### src/rtl/tone_square_gen.sv
// Square-wave tone generator: frequency word (Hz) -> half-period via iterative restoring divider.
// Optional macro TONE_SQUARE_GEN_VOLUME_EN adds a 3-bit PWM volume gate on the output.
module tone_square_gen #(
  parameter int unsigned CLK_HZ     = 100_000_000,
  parameter int unsigned SILENCE_HZ = 20000
) (
  input  logic        clk,
  input  logic        rst,
  input  logic [31:0] tone,
`ifdef TONE_SQUARE_GEN_VOLUME_EN
  input  logic [2:0]  vol,
`endif
  output logic        audio_out,
  output logic        busy,
  output logic [31:0] half_period
);

  localparam logic [1:0] S_MUTE = 2'd0;
  localparam logic [1:0] S_DIV  = 2'd1;
  localparam logic [1:0] S_RUN  = 2'd2;

  logic [1:0]  state;
  logic [31:0] tone_q;
  logic        chg_q;
  logic [33:0] rem;
  logic [31:0] quot;
  logic [32:0] divisor;
  logic [4:0]  iter;
  logic        from_run;
  logic        square;
  logic [31:0] cnt;
  logic [31:0] pend;
  logic        pend_vld;

  logic        tone_mute;
  logic [33:0] trial;
  logic        trial_ge;
  logic [33:0] rem_nxt;
  logic [31:0] quot_nxt;
  logic        run_active;
  logic        toggle;

  // quot doubles as the dividend shift register: dividend bits leave the top, quotient bits enter the bottom
  assign tone_mute  = (tone_q == 32'd0) || (tone_q >= SILENCE_HZ);
  assign trial      = {rem[32:0], quot[31]};
  assign trial_ge   = trial >= {1'b0, divisor};
  assign rem_nxt    = trial_ge ? (trial - {1'b0, divisor}) : trial;
  assign quot_nxt   = {quot[30:0], trial_ge};
  assign run_active = (state == S_RUN) || ((state == S_DIV) && from_run);
  assign toggle     = run_active && (cnt == half_period - 32'd1);
  assign busy       = (state == S_DIV);

  always_ff @(posedge clk or posedge rst) begin
    if (rst) begin
      state       <= S_MUTE;
      tone_q      <= SILENCE_HZ;
      chg_q       <= 1'b0;
      rem         <= '0;
      quot        <= '0;
      divisor     <= '0;
      iter        <= '0;
      from_run    <= 1'b0;
      square      <= 1'b0;
      cnt         <= '0;
      half_period <= '0;
      pend        <= '0;
      pend_vld    <= 1'b0;
    end else begin
      tone_q <= tone;
      chg_q  <= (tone != tone_q);

      // The current waveform keeps running while a replacement period is being computed
      if (run_active) begin
        if (toggle) begin
          square <= ~square;
          cnt    <= '0;
          if (pend_vld) begin
            half_period <= pend;
            pend_vld    <= 1'b0;
          end
        end else begin
          cnt <= cnt + 32'd1;
        end
      end

      if (chg_q && tone_mute) begin
        state       <= S_MUTE;
        square      <= 1'b0;
        cnt         <= '0;
        half_period <= '0;
        pend_vld    <= 1'b0;
      end else if (chg_q) begin
        state   <= S_DIV;
        rem     <= '0;
        quot    <= CLK_HZ;
        divisor <= {tone_q, 1'b0};
        iter    <= '0;
        if (state == S_RUN)
          from_run <= 1'b1;
        else if (state == S_MUTE)
          from_run <= 1'b0;
      end else if (state == S_DIV) begin
        rem  <= rem_nxt;
        quot <= quot_nxt;
        iter <= iter + 5'd1;
        if (iter == 5'd31) begin
          if (quot_nxt == 32'd0) begin
            state       <= S_MUTE;
            square      <= 1'b0;
            cnt         <= '0;
            half_period <= '0;
            pend_vld    <= 1'b0;
          end else if (from_run) begin
            // Written after the toggle logic so a coincident toggle leaves this value pending
            pend     <= quot_nxt;
            pend_vld <= 1'b1;
            state    <= S_RUN;
          end else begin
            half_period <= quot_nxt;
            cnt         <= '0;
            square      <= 1'b0;
            state       <= S_RUN;
          end
        end
      end
    end
  end

`ifdef TONE_SQUARE_GEN_VOLUME_EN
  logic [2:0] pwm_cnt;

  always_ff @(posedge clk or posedge rst) begin
    if (rst) pwm_cnt <= '0;
    else     pwm_cnt <= pwm_cnt + 3'd1;
  end

  assign audio_out = square & (pwm_cnt < vol);
`else
  assign audio_out = square;
`endif

endmodule
### config.mk
export PLATFORM = sky130hd
export DESIGN_NAME = tone_square_gen
export DESIGN_NICKNAME = d
export VERILOG_FILES = /design/src/rtl/tone_square_gen.sv
export SDC_FILE = /design/constraint.sdc
export NUM_CORES = 1
export LEC_CHECK = 0
export CORE_MARGIN = 2
export CORE_UTILIZATION = 33
export DETAILED_ROUTE_END_ITERATION = 7
export PLACE_DENSITY_LB_ADDON = 0.25
export SLEW_MARGIN = 20
export SYNTH_ARGS = -nofsm -noshare
export SYNTH_HDL_FRONTEND = slang
export SYNTH_SLANG_ARGS = --single-unit
export TNS_END_PERCENT = 30
### constraint.sdc
create_clock -name clk -period 6.75 [get_ports clk]
set_input_delay 0.675 -clock clk [delete_from_list [all_inputs] [get_ports clk]]
set_output_delay 0.675 -clock clk [all_outputs]
set_load 0.01 [all_outputs]
* Yosys cells after proc, flatten, opt, wreduce, memory -nomap -nowiden
Cells that the tools add are included.
** Storage, ports and cells
- Register bits :: 236
** Cells by class
- Add/sub/neg operators :: 4
- Order comparisons :: 2
- Equality and inequality tests :: 5
- Muxes and demuxes :: 47
- Bitwise gates (word level) :: 4
- Reductions and logical operators :: 17
** Operators with widths (number)
- $mux 32 :: 19
- $mux 33 :: 3
- $logic_not 32->1 :: 2
- $ge 34x33->1 :: 1
- $sub 33x33->33 :: 1
- $add 32x1->32 const B :: 1
- $eq 32x32->1 :: 1
- $ge 32x15->1 const B :: 1
- $ne 32x32->1 :: 1
- $sub 32x1->32 const B :: 1
- $mux 1 :: 18
- $mux 2 :: 5
- $mux 5 :: 2
- $reduce_and 2->1 :: 3
- $reduce_and 6->1 :: 1
- $reduce_bool 3->1 :: 2
- $add 5x1->5 const B :: 1
- $eq 5x5->1 const B :: 1
- $not 1->1 :: 4
- $reduce_bool 2->1 :: 2
- $logic_and 1x1->1 :: 3
- $reduce_and 3->1 :: 1
- $eq 2x1->1 const B :: 1
- $eq 2x2->1 const B :: 1
- 2 further kinds :: 3

* Longest topological paths before layout
Gate-level depths: netlist (run 1).
- Depth after elaboration :: 12
- Mapped depth :: 14
- Depth with buffers taken out :: 12

* Worst setup path after synthesis (run 1)
OpenSTA, ideal clock, no wires.
- Path type :: reg-to-reg
- Start :: register half_period[0]
- End :: register half_period[19]
- Setup time :: 0.132 ns
- Arrival time :: 3.709 ns
- Data required time :: 6.618 ns
- Path slack :: 2.909 ns
- Stages on the path, launching flop included :: 13
- Path through :: dfrtp_1 inv_1 ha_1 or4b_1 or2_0 or4_1 a21bo_2 or4_4 nor4_4 buf_4 mux2_2 o22ai_1 nor2_1
** Between the ends
- Cells in the longest elaborated chain, start to end :: 11
** RTL lines
- from (decl) :: RTL line 15 : output logic [31:0] half_period
- from (signal assigned) :: RTL line 78 : half_period <= pend;
- from (signal assigned) :: RTL line 119 : half_period <= quot_nxt;
- $sub 32x1->32 * :: RTL line 50 : assign toggle = run_active && (cnt == half_period - 32'd1);
- $eq 32x32->1 * :: RTL line 50
- $logic_and 1x1->1 * :: RTL line 50
- $mux 32 * :: RTL line 74 : if (toggle) begin
- $mux 32 * :: RTL line 73 : if (run_active) begin
- $mux 32 :: RTL line 113 : end else if (from_run) begin
- $mux 32 :: RTL line 107 : if (quot_nxt == 32'd0) begin
- $mux 32 :: RTL line 106 : if (iter == 5'd31) begin
- $mux 32 :: RTL line 102 : end else if (state == S_DIV) begin
- $mux 32 * :: RTL line 92 : end else if (chg_q) begin
- $mux 32 * :: RTL line 86 : if (chg_q && tone_mute) begin
Every way passes the cells marked *; elsewhere a longest branch is shown, timed or not.
A chain may end at the register's enable or synchronous reset.

* Worst setup path in the final report (run 1)
- Start :: register half_period[6]
- End :: register cnt[13]
** Between the ends
- Cells in the longest elaborated chain, start to end :: 11
** RTL lines
- $sub 32x1->32 * :: RTL line 50
- $eq 32x32->1 * :: RTL line 50
- $logic_and 1x1->1 * :: RTL line 50
- $mux 32 * :: RTL line 74
- $mux 32 * :: RTL line 73
- $mux 32 :: RTL line 113
- $mux 32 :: RTL line 107
- $mux 32 :: RTL line 106
- $mux 32 :: RTL line 102
- $mux 32 * :: RTL line 92
- $mux 32 * :: RTL line 86
- to (signal assigned) :: RTL line 82 : cnt <= cnt + 32'd1;
- to (decl) :: RTL line 31 : logic [31:0] cnt;
Marks and branches as above.

==> reports/metrics.cfg, run 1 <==
[global_routing]
first_global_vias = 10100
grt_overflow = 0
antenna_found_initial = 0
grt_max_degree = 127
gr-usage-all-layers_pct = 16.3
grt_pass1_wl_um = 54800

[critical_path]
reg2reg_to = cnt[13]$_DFF_PP0_
rrSetupSlack_ns = 2.40
cp-start-kind = flop
cp_max_fo = 30
critPathRequiredTime_ns = 7.16
worst-setup-path-type = reg -> reg
cp.arrival_ns = 4.76
end_kind = flop
rr_worst_depth = 8
r2r-start = half_period[6]$_DFF_PP0_

[placed_design]
dp_cells = 1904
finalWeightedCongestion = 0.856
numPortBuffers = 67
place_ws_ns = 2.33
dp_hpwl_um = 23000

[clock_tree]
cts-root-buf = clkbuf_16
postCtsSetupRepairBufs = 0
worstSkewPairLatency_ns = 0.56
postCtsHoldBufs = 0
cts.sinks = 236
htree_num_levels = 1
clk_pin_slew_worst_paths_ns = 0.06
cts_buffer_depth = 3
tritoncts = built
cts_buffers = 27
ctsResizeCount = 0

[power_and_ir_drop]
seqPwrFrac_pct = 44.6
p_int_uw = 2540
power_uw = 3220
pwr-share-comb_pct = 2.4
p_sw_share_pct = 21.2
power_per_cell_area_nw_per_um2 = 213
p_switching_uw = 681
leakage_uw = 0.00664
clkPwrFrac_pct = 52.9
irDropWorstVdd_uv = 153

[synthesis]
syn-num-nets = 1438
yosys-top-cells-count = 231 x dfrtp_1, 163 x nor2_1, 137 x nand2_1
syn_area_um2 = 12900
synth_edf_count = 0
async_flop_share_pct = 100
synth.most_common_cell = dfrtp_1
synth_top_area_share_pct = 44.9
synth_cell_type_count = 68
postSynthCellCount = 1367
synth_warnings = 0
synth-seq-area-share_pct = 45.9
avgSynthCellArea_um2 = 9.41
synth_area_leader_cell = dfrtp_1
synth-seq-cells = 236
yosys_most_used_dff = dfrtp_1
synth_area_leaders = dfrtp_1 45%, xnor2_1 6.1%, nor2_1 4.8%

[sta]
finalHoldViolCount = 0
max_clock_freq_ghz = 0.230
rsz0062_at_grt = no
fin_crit_sh_pct = 64.4
maxSlewHeadroom_pct = 34.5
whs_ns = 0.493
skew_ns = 0.0140
finalSetupViolCount = 0
final_max_slew_viol_count = 0
fin_setup_tns_ns = 0
tightest_slew_ns = 0.979
fin_crit_ns = 4.35
postLayoutSetupSlackWorst_ns = 2.40

[cells_and_area]
n_fill_cell = 3899
nets = 1486
instances_no_fill = 1954
seqCellArea_um2 = 5910
drive_gt1_share_pct = 9.40
multi_input_area_um2 = 6500
diodes = 0
syn_to_final_growth_pct = 17.3

[job]
maxCapViolations = 0

[route]
vias = 10100
avgViaCountPerCell = 5.15
dr.pass1.iters = 5
drtAntennaViolNets = 0
dr.first_iter.drc_count = 544
drc_errors = 0
wl_per_cell_um = 16.7
routed_wl_um = 32700

[hold_path]
worstHoldStart = divisor[24]$_DFFE_PP0P_
worstHoldPathType = reg -> reg
whs_path_depth = 2
min_to = divisor[24]$_DFFE_PP0P_

[status]
status = finished, final reports clean

[die]
die_w_um = 201
die_h_um = 201
num_rows = 72
ios = 68
start_util_pct = 33.4
dieArea_um2 = 40600
core-area_um2 = 38600

-- cells by family after synthesis --
logic type,after synthesis,synth area share [%]
xor+xnor,131,8.92
simple gates,496,18.4
compound gates,278,13.3
buf+inv,116,3.54
mux,73,6.27
flops,236,45.9
fa+ha+maj,37,3.66
-- area by class of cell --
type	count	share of cell area (%)
timing repair buffer	81	5.22
sequential	236	39.1
clock buffer	31	4.77
tap	518	4.29
clock inverter	19	2.12
multi-input combinational	1015	43.1
inverter	54	1.37
-- stage by stage --
stage               instance area (um^2)  util, %
finish                             15100     39.2
global route                       15100     39.2
CTS                                15100     39.2
detailed placement                 14100     36.5
global placement                   14100     36.5
floorplan                          12900        -
-- worst max-delay path, cell delays in order, from the launching register on --
cell	delay (ns)
dfrtp_1	0.47
nor4_1	0.82
nand3_1	0.43
nor4_1	0.43
mux2i_1	0.40
nand2_1	0.09
nor4b_1	0.71
or3b_2	0.70
nor2_1	0.12
-- sequential cells by signal, summed over array words and instances, names as in the netlist --
signal,count
audio_out,1
chg_q,1
cnt,32
divisor,32
from_run,1
half_period,32
iter,5
pend,32
pend_vld,1
quot,32
rem,33
state,2
tone_q,32
-- power groups by stage --
stage / clock network (uW) / logic, uW / registers [uW]
floorplan: 0 / 41.2 / 1460
global placement: 0 / 81.1 / 1460
detailed placement: 0 / 81.6 / 1460
CTS: 1750 / 81.9 / 1440
global route: 1810 / 88.7 / 1440
finish: 1700 / 78.1 / 1440
-- how the worst max path moves through the flow --
stage	from	end	slack, ns
floorplan	half_period[0]$_DFF_PP0_	half_period[19]$_DFF_PP0_	2.91
global placement	half_period[6]$_DFF_PP0_	cnt[22]$_DFF_PP0_	2.38
detailed placement	half_period[2]$_DFF_PP0_	cnt[31]$_DFF_PP0_	2.33
CTS	half_period[2]$_DFF_PP0_	cnt[13]$_DFF_PP0_	2.36
global route	half_period[2]$_DFF_PP0_	cnt[28]$_DFF_PP0_	2.02
finish	half_period[6]$_DFF_PP0_	cnt[13]$_DFF_PP0_	2.40
-- metal layers --
layer	global-route usage (%)	routed length (um)	vias to the layer above
met5	0	0	-
met4	3.39	583	0
met3	2.54	1070	46
met2	26.4	15100	136
met1	23.2	15900	4954
li1	-	-	4922
-- cell usage in the layout (no fill, tap or decap), drive strengths merged, types with 5 or more instances in the layout --
| cell | netlist | final |
|---|---|---|
| a22oi | 11 | 11 |
| clkbuf | 52 | 31 |
| xnor2 | 89 | 89 |
| o22ai | 16 | 16 |
| nand2 | 137 | 137 |
| nor2b | 9 | 9 |
| ha | 36 | 36 |
| clkinvlp | 0 | 5 |
| nor2 | 163 | 163 |
| dfrtp | 231 | 231 |
| nor4 | 36 | 36 |
| clkdlybuf4s50 | 0 | 67 |
| and3 | 11 | 11 |
| nand3 | 40 | 40 |
| nand2b | 10 | 10 |
| bufinv | 0 | 8 |
| or2 | 7 | 7 |
| or4 | 8 | 8 |
| a211oi | 5 | 5 |
| o21ai | 104 | 104 |
| nand4 | 25 | 25 |
| mux2i | 12 | 12 |
| nor3 | 17 | 17 |
| a31oi | 12 | 12 |
| a21oi | 51 | 51 |
| mux2 | 61 | 61 |
| inv | 54 | 56 |
| a21o | 20 | 20 |
| dfstp | 5 | 5 |
| and2 | 5 | 5 |
| o31ai | 16 | 16 |
| or3 | 10 | 10 |
| xor2 | 42 | 42 |
| buf | 10 | 14 |
Power figures use the tool's default switching activity.
==> run 2, diff against run 1 <==
- clock period: 6.75 -> 3.5 ns (I/O delays scaled with it)
==> run 2 against run 1 <==
Net effect:
- the flow now finishes with violations (negative setup slack)
- largest cell class unchanged
- register-to-register slack got worse by 2.5 ns
- sequential power grew 92%
- sequential share of layout area shrank 2.2 points
- non-clock buffer count rose by 78
==> reports/metrics.cfg, run 2 (synthesis gave the netlist of run 1 again) <==
[cells_and_area]
largest-register = rem
most-common-layout-cells = 231 x dfrtp_1, 153 x nor2_1, 137 x nand2_1
diodes = 0  ; unchanged
syn_to_final_growth_pct = 24.4
instances_no_fill = 2028  ; +3.8%
largest_reg_flops = 33  ; unchanged
mostFrequentLayoutCell = dfrtp_1
drive_gt1_share_pct = 17.1  ; +7.7 points
nets = 1563  ; +5.2%
n_fill_cell = 3839  ; -1.5%

[critical_path]
worst-setup-path-type = reg -> reg
end_kind = flop
cp-start-kind = flop
crit_start = half_period[0]$_DFF_PP0_
rr_worst_depth = 14  ; +6
cp.arrival_ns = 3.98  ; -0.78 ns
cp_max_fo = 8  ; -73%
r2r-start = half_period[0]$_DFF_PP0_
critPathRequiredTime_ns = 3.92  ; -3.24 ns

[clock_tree]
tritoncts = built
cts-root-buf = clkbuf_16
cts_buffer_depth = 3  ; unchanged
cts.sinks = 236  ; unchanged
htree_num_levels = 1  ; unchanged
worstSkewPairLatency_ns = 0.57  ; about the same
cts_buffers = 26  ; -3.7%
clk_pin_slew_worst_paths_ns = 0.06  ; about the same

[route]
dr.pass1.iters = 5  ; unchanged
routed_wl_um = 34200  ; +4.7%
vias = 10400  ; +3.2%
wl_per_cell_um = 16.9  ; +0.92%
drc_errors = 0  ; unchanged
dr.first_iter.drc_count = 464  ; -15%
drtAntennaViolNets = 0  ; unchanged
avgViaCountPerCell = 5.12  ; -0.57%

[placed_design]
dp_cells = 1974  ; +3.7%
place_ws_ns = -0.253  ; -2.58 ns
finalWeightedCongestion = 0.861  ; +0.49%
numPortBuffers = 67  ; unchanged
dp_hpwl_um = 24000  ; +4.4%

[sta]
fin_setup_tns_ns = -0.131  ; -0.131 ns
max_clock_freq_ghz = 0.281  ; +22%
final_max_slew_viol_count = 0  ; unchanged
fin_crit_ns = 3.56  ; -0.788 ns
postLayoutSetupSlackWorst_ns = -0.0588  ; -2.46 ns
whs_ns = 0.243  ; -0.250 ns
rsz0062_at_grt = yes
finalHoldViolCount = 0  ; unchanged
tightest_slew_ns = 0.908  ; -0.0714 ns
skew_ns = 0.0291  ; +0.0151 ns
maxSlewHeadroom_pct = 39.3  ; +4.9 points
fin_crit_sh_pct = 102  ; +37 points
finalSetupViolCount = 9  ; +9

[die]
ios = 68  ; unchanged
dieArea_um2 = 40600  ; unchanged
num_rows = 72  ; unchanged
die_h_um = 201  ; unchanged
start_util_pct = 33.4  ; unchanged
core-area_um2 = 38600  ; unchanged
die_w_um = 201  ; unchanged

[global_routing]
antenna_found_initial = 0  ; unchanged
grt_pass1_wl_um = 55600  ; +1.6%
first_global_vias = 10200  ; +0.75%
grt_max_degree = 86  ; -32%
grt_overflow = 0  ; unchanged
gr-usage-all-layers_pct = 16.7  ; +0.37 points

[job]
maxCapViolations = 0  ; unchanged

[power_and_ir_drop]
leakage_uw = 0.00708  ; +6.7%
power_per_cell_area_nw_per_um2 = 356  ; +67%
irDropWorstVdd_uv = 416  ; +170%

[status]
violations = negative setup slack
status = finished with violations

[hold_path]
worstHoldPathType = in -> reg
whs_path_depth = 1  ; -1
worstHoldStart = tone[5]

run 2: changes by cell type in the layout (fill, tap and decap cells not counted), sizes merged:
cell	previous run	this run
buf	14	91
inv	56	54
clkbuf	31	36
clkinvlp	5	3
clkinv	4	6
bufinv	8	2
run 2: power by group:
group | switching (uW) | total (uW) | internal, uW
sequential | 18.9 | 2770 | 2750
combinational | 87.4 | 158 | 70.5
clock | 1170 | 2770 | 1600
total | 1280 | 5700 | 4420
run 2: area by class of cell:
| type | count | area [um^2] | share of cell area, % |
|---|---|---|---|
| Multi-Input combinational cell | 1015 | 6850 | 42.8 |
| Sequential cell | 236 | 5910 | 36.9 |
| Timing Repair Buffer | 159 | 1550 | 9.66 |
| Clock buffer | 35 | 724 | 4.52 |
| Tap cell | 518 | 648 | 4.05 |
| Inverter | 54 | 206 | 1.29 |
| Clock inverter | 11 | 129 | 0.805 |
run 2: what timing repair did:
action,CTS,global route
pin swaps,10,18
setup buffers,4,1
gates resized for setup,37,46
endpoints found under the setup margin,64,124
hold buffers,0,0
gates cloned,2,1
run 2: worst max-delay path, stage by stage, from the launching register on:
cell and delay (ns):
dfrtp_1 0.37, inv_1 0.06, ha_2 0.17, or4b_4 0.46
or2_1 0.25, or4_4 0.42, a21bo_2 0.20, or4_4 0.42
nor4_4 0.20, buf_6 0.17, buf_12 0.14, buf_4 0.12
mux2_4 0.30, o22ai_2 0.10, nor2_1 0.05
run 2: metrics by stage:
step                      total power [uW]  area, um^2  util (%)
after floorplan                       2890       12900         -
after CTS                             5770       15800      40.9
after detailed placement              2980       14700      38.1
final                                 5700       16000      41.5
after global routing                  5900       16000      41.5
after global placement                2980       14700      38.1
run 2: final timing paths:
path | end | slack [ns]
hold reg to reg | divisor[23]$_DFFE_PP0P_ | 0.50
min in group asynchronous | pend[30]$_DFFE_PP0P_ | 0.31
max in group asynchronous | tone_q[10]$_DFF_PP1_ | 2.37
setup reg to reg | half_period[25]$_DFF_PP0_ | -0.06
setup / recovery | half_period[25]$_DFF_PP0_ | -0.06
hold / removal | tone_q[5]$_DFF_PP1_ | 0.24
run 2: routing by layer:
layer  GRT usage, %  vias to the layer above  wire length, um
li1               -                     5075                -
met1           23.4                     5116            16500
met2           27.7                      142            16000
met3           2.11                       46             1030
met4           3.55                        0              704
met5              0                        -                0
==> run 3, diff against run 2 <==
--- a/config.mk
+++ b/config.mk
@@ -6,4 +6,5 @@
 export NUM_CORES = 1
 export LEC_CHECK = 0
+export CAP_MARGIN = 15
 export CORE_MARGIN = 2
 export CORE_UTILIZATION = 33
==> constraint.sdc (replaced) <==
create_clock -name clk -period 3.5 [get_ports clk]
set_input_delay 0.35 -clock clk [delete_from_list [all_inputs] [get_ports clk]]
set_output_delay 0.35 -clock clk [all_outputs]
set_load 0.1 [all_outputs]
==> run 3 against run 2 <==
Net effect:
- the run still ends with negative setup slack left
- non-clock buffer count decreased by 1
- die area unchanged
- cell area about the same
- core utilization about the same
- first-iteration DRC count increased by 14%
- largest power group is now the clock network
==> reports/metrics.cfg, run 3 (synthesis gave the netlist of run 1 again) <==
[status]
status = finished with violations
violations = negative setup slack

[critical_path]
crit_family = simple AND/OR/NAND/NOR gates
cp_num_buf_inv = 3  ; -1
path_common_cell = or4_4
end_kind = flop
critPathRequiredTime_ns = 3.92  ; about the same
slowest_delay_ns = 0.46  ; about the same
cp-start-kind = flop
worst-setup-path-type = reg -> reg
cp_max_fo = 8  ; unchanged
cp.arrival_ns = 3.97  ; about the same
path_cells = inv_1 > ha_2 > or4b_4 > or2_1 > or4_4 > a21bo_2 > or4_4 > nor4_4 > buf_4 > buf_16 > mux2_2 > o22ai_2 > nor2_1
crit_slowest_cell = or4b_4

[power_and_ir_drop]
power_per_cell_area_nw_per_um2 = 363  ; +2.1%
clkPwrFrac_pct = 49.7  ; +1.1 points
seqPwrFrac_pct = 47.6  ; -1.0 points
p_sw_share_pct = 21.7  ; -0.70 points
leakage_uw = 0.00710  ; +0.26%
irDropWorstVdd_uv = 447  ; +7.4%
p_int_uw = 4560  ; +3.0%
p_switching_uw = 1260  ; -1.0%
pwr-share-comb_pct = 2.7  ; about the same

[clock_tree]
clk_pin_slew_worst_paths_ns = 0.06  ; about the same
cts.sinks = 236  ; unchanged
cts_buffers = 26  ; unchanged
worstSkewPairLatency_ns = 0.55  ; -0.02 ns
tritoncts = built
htree_num_levels = 1  ; unchanged
postCtsHoldBufs = 0  ; unchanged
cts_buffer_depth = 3  ; unchanged
cts-root-buf = clkbuf_16

[placed_design]
place_area_um2 = 14700  ; about the same
place_ws_ns = -0.243  ; +0.0106 ns
dp_hpwl_um = 24100  ; +0.32%
numPortBuffers = 67  ; unchanged
finalWeightedCongestion = 0.863  ; +0.27%

[global_routing]
grt_max_degree = 86  ; unchanged
first_global_vias = 10300  ; +0.98%
gr-usage-all-layers_pct = 16.9  ; +0.17 points
antenna_found_initial = 0  ; unchanged
grt_overflow = 0  ; unchanged
grt_pass1_wl_um = 56200  ; +1.1%

[die]
die_w_um = 201  ; unchanged
dieArea_um2 = 40600  ; unchanged
core-area_um2 = 38600  ; unchanged
ios = 68  ; unchanged
die_h_um = 201  ; unchanged
num_rows = 72  ; unchanged
start_util_pct = 33.4  ; unchanged

[cells_and_area]
largest_reg_flops = 33  ; unchanged
mostFrequentLayoutCell = dfrtp_1
diodes = 0  ; unchanged
most-common-layout-cells = 231 x dfrtp_1, 152 x nor2_1, 137 x nand2_1
drive_gt1_share_pct = 17.0  ; -0.077 points
fin_area_um2 = 16000  ; about the same
largest-register = rem
multi_input_area_um2 = 6820  ; -0.42%
n_fill_cell = 3873  ; +0.89%
nets = 1562  ; -0.064%
fin_util_pct = 41.5  ; about the same
seqCellArea_um2 = 5910  ; unchanged
syn_to_final_growth_pct = 24.4  ; about the same

[sta]
rsz0062_at_grt = yes
postLayoutSetupSlackWorst_ns = -0.0465  ; +0.0123 ns
max_clock_freq_ghz = 0.282  ; +0.35%
final_max_slew_viol_count = 0  ; unchanged
skew_ns = 0.0164  ; -0.0127 ns
maxSlewHeadroom_pct = 33.3  ; -6.0 points
tightest_slew_ns = 0.997  ; +0.0889 ns
finalSetupViolCount = 8  ; -1
whs_ns = 0.266  ; +0.0222 ns
fin_crit_sh_pct = 101  ; -0.35 points
finalHoldViolCount = 0  ; unchanged
fin_crit_ns = 3.55  ; -0.0123 ns

[job]
maxCapViolations = 0  ; unchanged

[route]
drtAntennaViolNets = 0  ; unchanged
avgViaCountPerCell = 5.08  ; -0.78%
vias = 10300  ; -0.73%
wl_per_cell_um = 17.0  ; +0.63%
drc_errors = 0  ; unchanged
dr.first_iter.drc_count = 531  ; +14%
dr.pass1.iters = 5  ; unchanged
routed_wl_um = 34500  ; +0.68%

[hold_path]
worstHoldPathType = in -> reg

[run 3: path summary, 6_finish.rpt]
check                           depth (start not counted)                      from  slack (ns)                         to
worst max-delay path                                   13  half_period[0]$_DFF_PP0_       -0.05  half_period[14]$_DFF_PP0_
worst min-delay path                                    1                   tone[5]        0.27        tone_q[5]$_DFF_PP1_
worst max register to register                         13  half_period[0]$_DFF_PP0_       -0.05  half_period[14]$_DFF_PP0_
worst min register to register                          2   divisor[21]$_DFFE_PP0P_        0.49    divisor[21]$_DFFE_PP0P_
max in group asynchronous                               3                       rst        2.37        tone_q[5]$_DFF_PP1_
min in group asynchronous                               2                       rst        0.29  half_period[27]$_DFF_PP0_
[run 3: power groups by stage]
stage | combinational (uW) | clock [uW] | sequential (uW)
after floorplan | 79.5 | 0 | 2810
final | 158 | 2890 | 2770
after CTS | 165 | 2960 | 2770
after detailed placement | 164 | 0 | 2820
after global placement | 164 | 0 | 2820
after global routing | 178 | 3060 | 2770
[run 3: per-stage QoR]
step | instances | total power (uW) | TNS [ns]
6_report | 2029 | 5820 | -0.248
5_1_grt | 2029 | 6010 | -3.00
4_1_cts | 2026 | 5890 | -0.355
3_5_place_dp | 1973 | 2980 | -9.67
3_3_place_gp | 1973 | 2980 | -9.88
2_1_floorplan | 1367 | 2890 | -29.86
[run 3: repair_timing]
item,4_1_cts,5_1_grt
endpoints found under the hold margin,0,0
gates cloned,2,1
resized for setup,23,54
setup buffers,3,2
setup endpoints to repair,64,123
pin swaps,11,10
[run 3: area by class of cell]
type	count	area share [%]
Tap cell	518	4.05
Sequential cell	236	36.9
Timing Repair Buffer	158	9.58
Clock buffer	38	4.79
Multi-Input combinational cell	1015	42.6
Clock inverter	10	0.805
Inverter	54	1.29
[run 3: per-layer routing]
metal  track usage (%)  up-vias  part of all wire [%]
li1                  -     5064                     -
met1              23.4     5080                    48
met2              28.0      125                    47
met3              2.59       34                   3.0
met4              3.49        0                   1.6
met5                 0        -                     0
